<file path="src/rtl/clk_div_pkg.sv">
// Shared constants, load-FSM state type and a divisor helper for clk_div_prog.
// Optional build macro used by this block: CLK_DIV_SHADOW_EN.
package clk_div_pkg;

  localparam int unsigned CLK_HZ = 100_000_000;

  typedef enum logic {S_IDLE, S_PEND} ld_state_e;

  // Terminal count that gives an output frequency of hz from CLK_HZ.
  function automatic logic [31:0] term_for_hz(input logic [31:0] hz);
    return CLK_HZ / (32'd2 * hz) - 32'd1;
  endfunction

endpackage

</file>
<file path="src/rtl/clk_div_load_ctrl.sv">
// Divisor load path: handshake, optional shadow register and commit FSM.
// CLK_DIV_SHADOW_EN defers the commit to the next terminal cycle or sync_clr.
module clk_div_load_ctrl
  import clk_div_pkg::*;
#(
  parameter int unsigned        CNT_W        = 32,
  parameter logic [CNT_W-1:0]   DEFAULT_TERM = CNT_W'(249_999)
) (
  input  logic             clk_in,
  input  logic             reset_n,
  input  logic             div_valid,
  input  logic [CNT_W-1:0] div_value,
  input  logic             term_hit,
  input  logic             sync_clr,
  output logic             div_ready,
  output logic [CNT_W-1:0] term_cur,
  output logic             restart
);

  logic [CNT_W-1:0] term_q, term_d;
  logic             xfer;

  assign xfer     = div_valid && div_ready;
  assign term_cur = term_q;

`ifdef CLK_DIV_SHADOW_EN
  ld_state_e        state_q, state_d;
  logic [CNT_W-1:0] shadow_q, shadow_d;
  logic             unused_xfer_tie;

  always_comb begin
    state_d  = state_q;
    shadow_d = shadow_q;
    term_d   = term_q;
    case (state_q)
      S_IDLE: if (xfer) begin
        shadow_d = div_value;
        state_d  = S_PEND;
      end
      // Commit only at a phase boundary so the running half-period keeps the old T.
      S_PEND: if (term_hit || sync_clr) begin
        term_d  = shadow_q;
        state_d = S_IDLE;
      end
      default: state_d = S_IDLE;
    endcase
  end

  always_ff @(posedge clk_in or negedge reset_n) begin
    if (!reset_n) begin
      state_q  <= S_IDLE;
      shadow_q <= '0;
      term_q   <= DEFAULT_TERM;
    end else begin
      state_q  <= state_d;
      shadow_q <= shadow_d;
      term_q   <= term_d;
    end
  end

  assign div_ready       = (state_q == S_IDLE);
  assign restart         = 1'b0;
  assign unused_xfer_tie = 1'b0;
`else
  logic unused_ctrl;

  always_comb begin
    term_d = term_q;
    if (xfer) term_d = div_value;
  end

  always_ff @(posedge clk_in or negedge reset_n) begin
    if (!reset_n) term_q <= DEFAULT_TERM;
    else          term_q <= term_d;
  end

  assign div_ready   = 1'b1;
  assign restart     = xfer;
  assign unused_ctrl = term_hit ^ sync_clr;
`endif

endmodule

</file>
<file path="src/rtl/clk_div_prog.sv">
// Programmable 50%-duty clock divider with toggle/rise tick strobes.
// Build with CLK_DIV_SHADOW_EN for glitch-free (deferred) divisor loads.
module clk_div_prog
  import clk_div_pkg::*;
#(
  parameter int unsigned      CNT_W        = 32,
  parameter logic [CNT_W-1:0] DEFAULT_TERM = CNT_W'(249_999)
) (
  input  logic             clk_in,
  input  logic             reset_n,
  input  logic             en,
  input  logic             sync_clr,
  input  logic             div_valid,
  input  logic [CNT_W-1:0] div_value,
  output logic             div_ready,
  output logic             clk_out,
  output logic             tick,
  output logic             rise_tick,
  output logic [CNT_W-1:0] term_cur
);

  logic [CNT_W-1:0] cnt_q, cnt_d;
  logic             clk_out_q, clk_out_d;
  logic             tick_q, tick_d;
  logic             rise_q, rise_d;
  logic             term_hit, restart;

  // >= rather than == so a shrinking T can never strand cnt above it.
  assign term_hit = en && !sync_clr && (cnt_q >= term_cur);

  clk_div_load_ctrl #(
    .CNT_W        (CNT_W),
    .DEFAULT_TERM (DEFAULT_TERM)
  ) u_load (
    .clk_in    (clk_in),
    .reset_n   (reset_n),
    .div_valid (div_valid),
    .div_value (div_value),
    .term_hit  (term_hit),
    .sync_clr  (sync_clr),
    .div_ready (div_ready),
    .term_cur  (term_cur),
    .restart   (restart)
  );

  always_comb begin
    cnt_d     = cnt_q;
    clk_out_d = clk_out_q;
    tick_d    = 1'b0;
    rise_d    = 1'b0;
    if (sync_clr) begin
      cnt_d     = '0;
      clk_out_d = 1'b0;
    end else if (term_hit) begin
      cnt_d     = '0;
      clk_out_d = !clk_out_q;
      tick_d    = 1'b1;
      rise_d    = !clk_out_q;
    end else if (en) begin
      cnt_d = cnt_q + CNT_W'(1);
    end
    if (restart) cnt_d = '0;
  end

  always_ff @(posedge clk_in or negedge reset_n) begin
    if (!reset_n) begin
      cnt_q     <= '0;
      clk_out_q <= 1'b0;
      tick_q    <= 1'b0;
      rise_q    <= 1'b0;
    end else begin
      cnt_q     <= cnt_d;
      clk_out_q <= clk_out_d;
      tick_q    <= tick_d;
      rise_q    <= rise_d;
    end
  end

  assign clk_out   = clk_out_q;
  assign tick      = tick_q;
  assign rise_tick = rise_q;

endmodule

</file>
<file path="config.mk">
export PLATFORM = sky130hd
export DESIGN_NAME = clk_div_prog
export DESIGN_NICKNAME = d
export VERILOG_FILES = /design/src/rtl/clk_div_pkg.sv /design/src/rtl/clk_div_load_ctrl.sv /design/src/rtl/clk_div_prog.sv
export SDC_FILE = /design/constraint.sdc
export NUM_CORES = 1
export LEC_CHECK = 0
export BUFFER_PORTS_ARGS = -buffer_cell sky130_fd_sc_hd__clkbuf_2
export CAP_MARGIN = 20
export CORE_ASPECT_RATIO = 0.5
export CORE_MARGIN = 4
export CORE_UTILIZATION = 30
export DETAILED_ROUTE_END_ITERATION = 6
export GPL_ROUTABILITY_DRIVEN = 0
export PLACE_DENSITY_LB_ADDON = 0.12
export REMOVE_ABC_BUFFERS = 1
export SETUP_SLACK_MARGIN = 0.1
export SYNTH_ARGS = -nofsm -noshare
export SYNTH_HDL_FRONTEND = slang
export SYNTH_SLANG_ARGS = --single-unit
</file>
<file path="constraint.sdc">
create_clock -name clk_in -period 3.25 [get_ports clk_in]
set_input_delay 0.4875 -clock clk_in [delete_from_list [all_inputs] [get_ports clk_in]]
set_output_delay 0.4875 -clock clk_in [all_outputs]
set_load 0.01 [all_outputs]
</file>
==> parameters.txt <==
Parameter                              Value

Status
  Result of the run    finished clean

Detailed routing
  Avg WL per Cell    15.8 um
  Final wirelength    10800 um
  Number of nets with antenna violations after routing    0
  Detailed Route Iter0 Violations    250
  Via density per instance    4.94
  Iteration count of the initial detailed-routing pass    4
  Remaining routing DRC violations    0
  Total number of vias    3393

GRT
  Number of antenna violations at the first check in global routing    0
  Global-route total usage across every layer    14.8%
  Via count of the first global-routing pass    3228
  Largest net degree at the start of global routing    68
  Global-route wire length before repair    17600 um
  Remaining global-route overflow    0

Clock network
  Library cell used as clock root buffer    sky130_fd_sc_hd__clkbuf_16
  Post-CTS Hold Buffers    0
  TritonCTS clock tree    done
  # resized after CTS    0
  Total clock buffers created by CTS    9
  Sinks on Clock Net    67
  Buffers from clock root to sink, at most    2
  Clk Latency, worst-skew pair    0.34 ns
  Post-CTS Setup Repair Bufs    0
  Clock input transition at the sequential cells of the worst setup and hold paths    0.06 ns
  H-Tree Level Count    3

Synth
  Synthesized area    0.00400 mm2
  Area leader, netlist    sky130_fd_sc_hd__dfrtp_1
  Number of instances in the synthesized netlist    441
  Library cells used by synthesis    56
  Share of the synthesized area in the top cell type    35.7%
  Portion of the post-synthesis area used by sequential elements    42.2%
  Number of warning messages in the yosys log    0
  Largest cells by area after synthesis    sky130_fd_sc_hd__dfrtp_1, sky130_fd_sc_hd__ha_1, sky130_fd_sc_hd__dfstp_2
  Total of flip-flops plus latches after synthesis    67
  Average footprint of a synthesized cell    9.07 um2
  Count of flip-flops with a built-in enable after synthesis    0
  Fraction of synthesis flops using an asynchronous set or reset pin    100%
  Most used flip-flop cell after synthesis    sky130_fd_sc_hd__dfrtp_1

Layout
  Inserted Diodes    0
  Core Util, Final    38.4%
  Number of nets at the end of the flow    582
  Filler Cell Count    1312
  Finished Layout Cells    687
  Sequential standard cell area    0.00169 mm2
  Share of post-route cells with drive strength above 1    23.4%
  Syn-to-layout area delta    23.4%
  Combined area of the multi-input logic cells    0.00208 mm2
  Cell area after layout    0.00493 mm2

Critical path
  Signal arrival time at the worst endpoint    3.08 ns
  Critical path data required time    3.45 ns
  CP Class    register to register
  Kind of start point of the critical path    register
  Maximum fanout encountered on the critical timing path    44
  Setup slack of the worst register-to-register path    0.36 ns
  Crit end category    register

Floorplan
  Floorplan die area    0.0154 mm2
  Die width    171 um
  Core region area    0.0128 mm2
  Total number of placement rows    29
  Number of I/O pins    73
  Initial core utilization    31.1%
  Die Height    89.7 um

Place
  Placed Area    0.00457 mm2
  Post-placement cell count    671
  Worst slack at placement    0.355 ns
  IO Port Bufs    71
  Sum of net half-perimeters after detailed placement    7770 um

Flow run
  Max-cap violations    0

STA
  Final-report setup violation count    0
  Number of hold violations in the final report    0
  Worst-case setup margin in the final layout    0.363 ns
  Final critical-path share of the clock period    88.8%
  Slew Viols, Final    0
  Worst Max-Slew Pin Slew    0.916 ns
  Setup Skew    0.00823 ns
  Highest attainable clock frequency    346 MHz
  Shortest clock period the worst path allows after layout    2.89 ns
  Max-slew headroom at the worst pin    38.9%
  RSZ-0062 raised after global routing    false

Pwr
  Highest ir drop seen on vdd    189 uV
  LEAKAGE    0.00228 uW
  Power density of the placed cells    478 mW/mm2

Hold path
  Hold Crit Class    input pin to asynchronous set/reset pin
through the flow:
| step | TNS, ns | hold slack [ns] | power, uW |
|---|---|---|---|
| after global routing | 0 | 0.348 | 2470 |
| after CTS | 0 | 0.340 | 2400 |
| after floorplan | -1.48 | 0.192 | 1040 |
| final | 0 | 0.351 | 2360 |
| after detailed placement | 0 | 0.497 | 1170 |
| after global placement | 0 | 0.492 | 1160 |
layer usage:
metal / track usage [%] / wire length, um / up-vias
met5: 0 / 0 / -
met2: 20.8 / 4220 / 91
met1: 22.8 / 6050 / 1540
met3: 3.54 / 495 / 5
li1: - / - / 1757
met4: 3.24 / 56 / 0
final cells by class:
type / count / area share, %
Inverter: 39 / 2.97
Clock inverter: 7 / 2.84
Sequential cell: 67 / 34.2
Clock buffer: 9 / 4.56
Timing Repair Buffer: 81 / 8.98
Multi-Input combinational cell: 314 / 42.1
Tap cell: 170 / 4.31
cell usage in the layout, fill, tap and decap left out, types with 2 or more instances in the layout:
cell	count
sky130_fd_sc_hd__clkbuf_2	70
sky130_fd_sc_hd__nand2_1	63
sky130_fd_sc_hd__dfrtp_1	57
sky130_fd_sc_hd__inv_1	39
sky130_fd_sc_hd__o21ai_0	37
sky130_fd_sc_hd__ha_1	33
sky130_fd_sc_hd__nand4_1	22
sky130_fd_sc_hd__nand3_1	21
sky130_fd_sc_hd__a31oi_1	18
sky130_fd_sc_hd__nor2_1	17
sky130_fd_sc_hd__a21oi_1	17
sky130_fd_sc_hd__mux2i_1	10
sky130_fd_sc_hd__dfstp_2	10
sky130_fd_sc_hd__clkbuf_16	9
sky130_fd_sc_hd__buf_4	9
sky130_fd_sc_hd__o21a_1	5
sky130_fd_sc_hd__a22o_1	5
sky130_fd_sc_hd__nor3_1	4
sky130_fd_sc_hd__and4_1	4
sky130_fd_sc_hd__and3_1	4
sky130_fd_sc_hd__bufinv_16	4
sky130_fd_sc_hd__a21o_1	3
sky130_fd_sc_hd__nor3_2	3
sky130_fd_sc_hd__o41ai_1	3
sky130_fd_sc_hd__o311ai_1	3
sky130_fd_sc_hd__a221o_1	2
sky130_fd_sc_hd__nor4_1	2
sky130_fd_sc_hd__or2_2	2
sky130_fd_sc_hd__and2_1	2
sky130_fd_sc_hd__a32oi_1	2
sky130_fd_sc_hd__o211ai_1	2
sky130_fd_sc_hd__or3_1	2
sky130_fd_sc_hd__nand3b_1	2
sky130_fd_sc_hd__a31o_1	2
sky130_fd_sc_hd__a31o_2	2
sky130_fd_sc_hd__nor2b_1	2
sky130_fd_sc_hd__clkinvlp_4	2
critical path, stage by stage, from the launching register on:
cell,delay [ns]
sky130_fd_sc_hd__dfstp_2,0.52
sky130_fd_sc_hd__inv_1,0.04
sky130_fd_sc_hd__ha_1,0.30
sky130_fd_sc_hd__nand4_2,0.14
sky130_fd_sc_hd__or4_1,0.55
sky130_fd_sc_hd__o32ai_2,0.33
sky130_fd_sc_hd__o21ai_2,0.11
sky130_fd_sc_hd__buf_12,0.19
sky130_fd_sc_hd__nand2_1,0.37
sky130_fd_sc_hd__o311ai_0,0.19
worst paths after layout:
kind                                          start  cells past startpoint                   to
worst min register to register              clk_out                      1            rise_tick
worst max register to register  u_load.term_cur[14]                      9             cnt_q[8]
max in group asynchronous                   reset_n                      2            cnt_q[19]
min in group clk_in                   div_value[11]                      3  u_load.term_cur[11]
worst max-delay path            u_load.term_cur[14]                      9             cnt_q[8]
worst min-delay path                        reset_n                      2  u_load.term_cur[29]
cell families after synthesis:
logic type,synth area share [%]
adders and majority gates,10.3
other,0.0937
AOI/OAI and AO/OA,19.0
muxes,2.78
and+or+nand+nor,19.5
buffers and inverters,6.10
DFF,42.2
where the power goes:
group | leakage [uW] | internal (uW) | total [uW] | switching, uW
clock network | 0.000172 | 826 | 1220 | 392
registers | 0.000861 | 880 | 899 | 19.5
logic | 0.00124 | 92.8 | 244 | 151
total | 0.00228 | 1800 | 2360 | 563
registers in the layout, indices dropped and copies added (netlist names):
name / flops
clk_out: 1
rise_tick: 1
u_load.term_cur: 32
cnt_q: 32
tick: 1
synthesized netlist by cell type, drive strengths merged (2+ instances only):
cell type / instances
nor4: 2
ha: 33
nand4: 23
or2: 2
and4: 4
inv: 39
dfrtp: 57
buf: 10
a32oi: 2
a31o: 4
o311ai: 4
and3: 4
a21o: 3
clkbuf: 11
nand3b: 2
and2: 2
mux2i: 10
dfstp: 10
nor2b: 2
o21ai: 38
a221o: 2
nor3: 8
a21oi: 17
nand2: 63
or3: 2
o211ai: 2
a31oi: 18
o41ai: 3
nand3: 21
o21a: 5
nor2: 17
a22o: 5
a2111oi: 2
No activity file was read; power rests on OpenSTA's default activity.
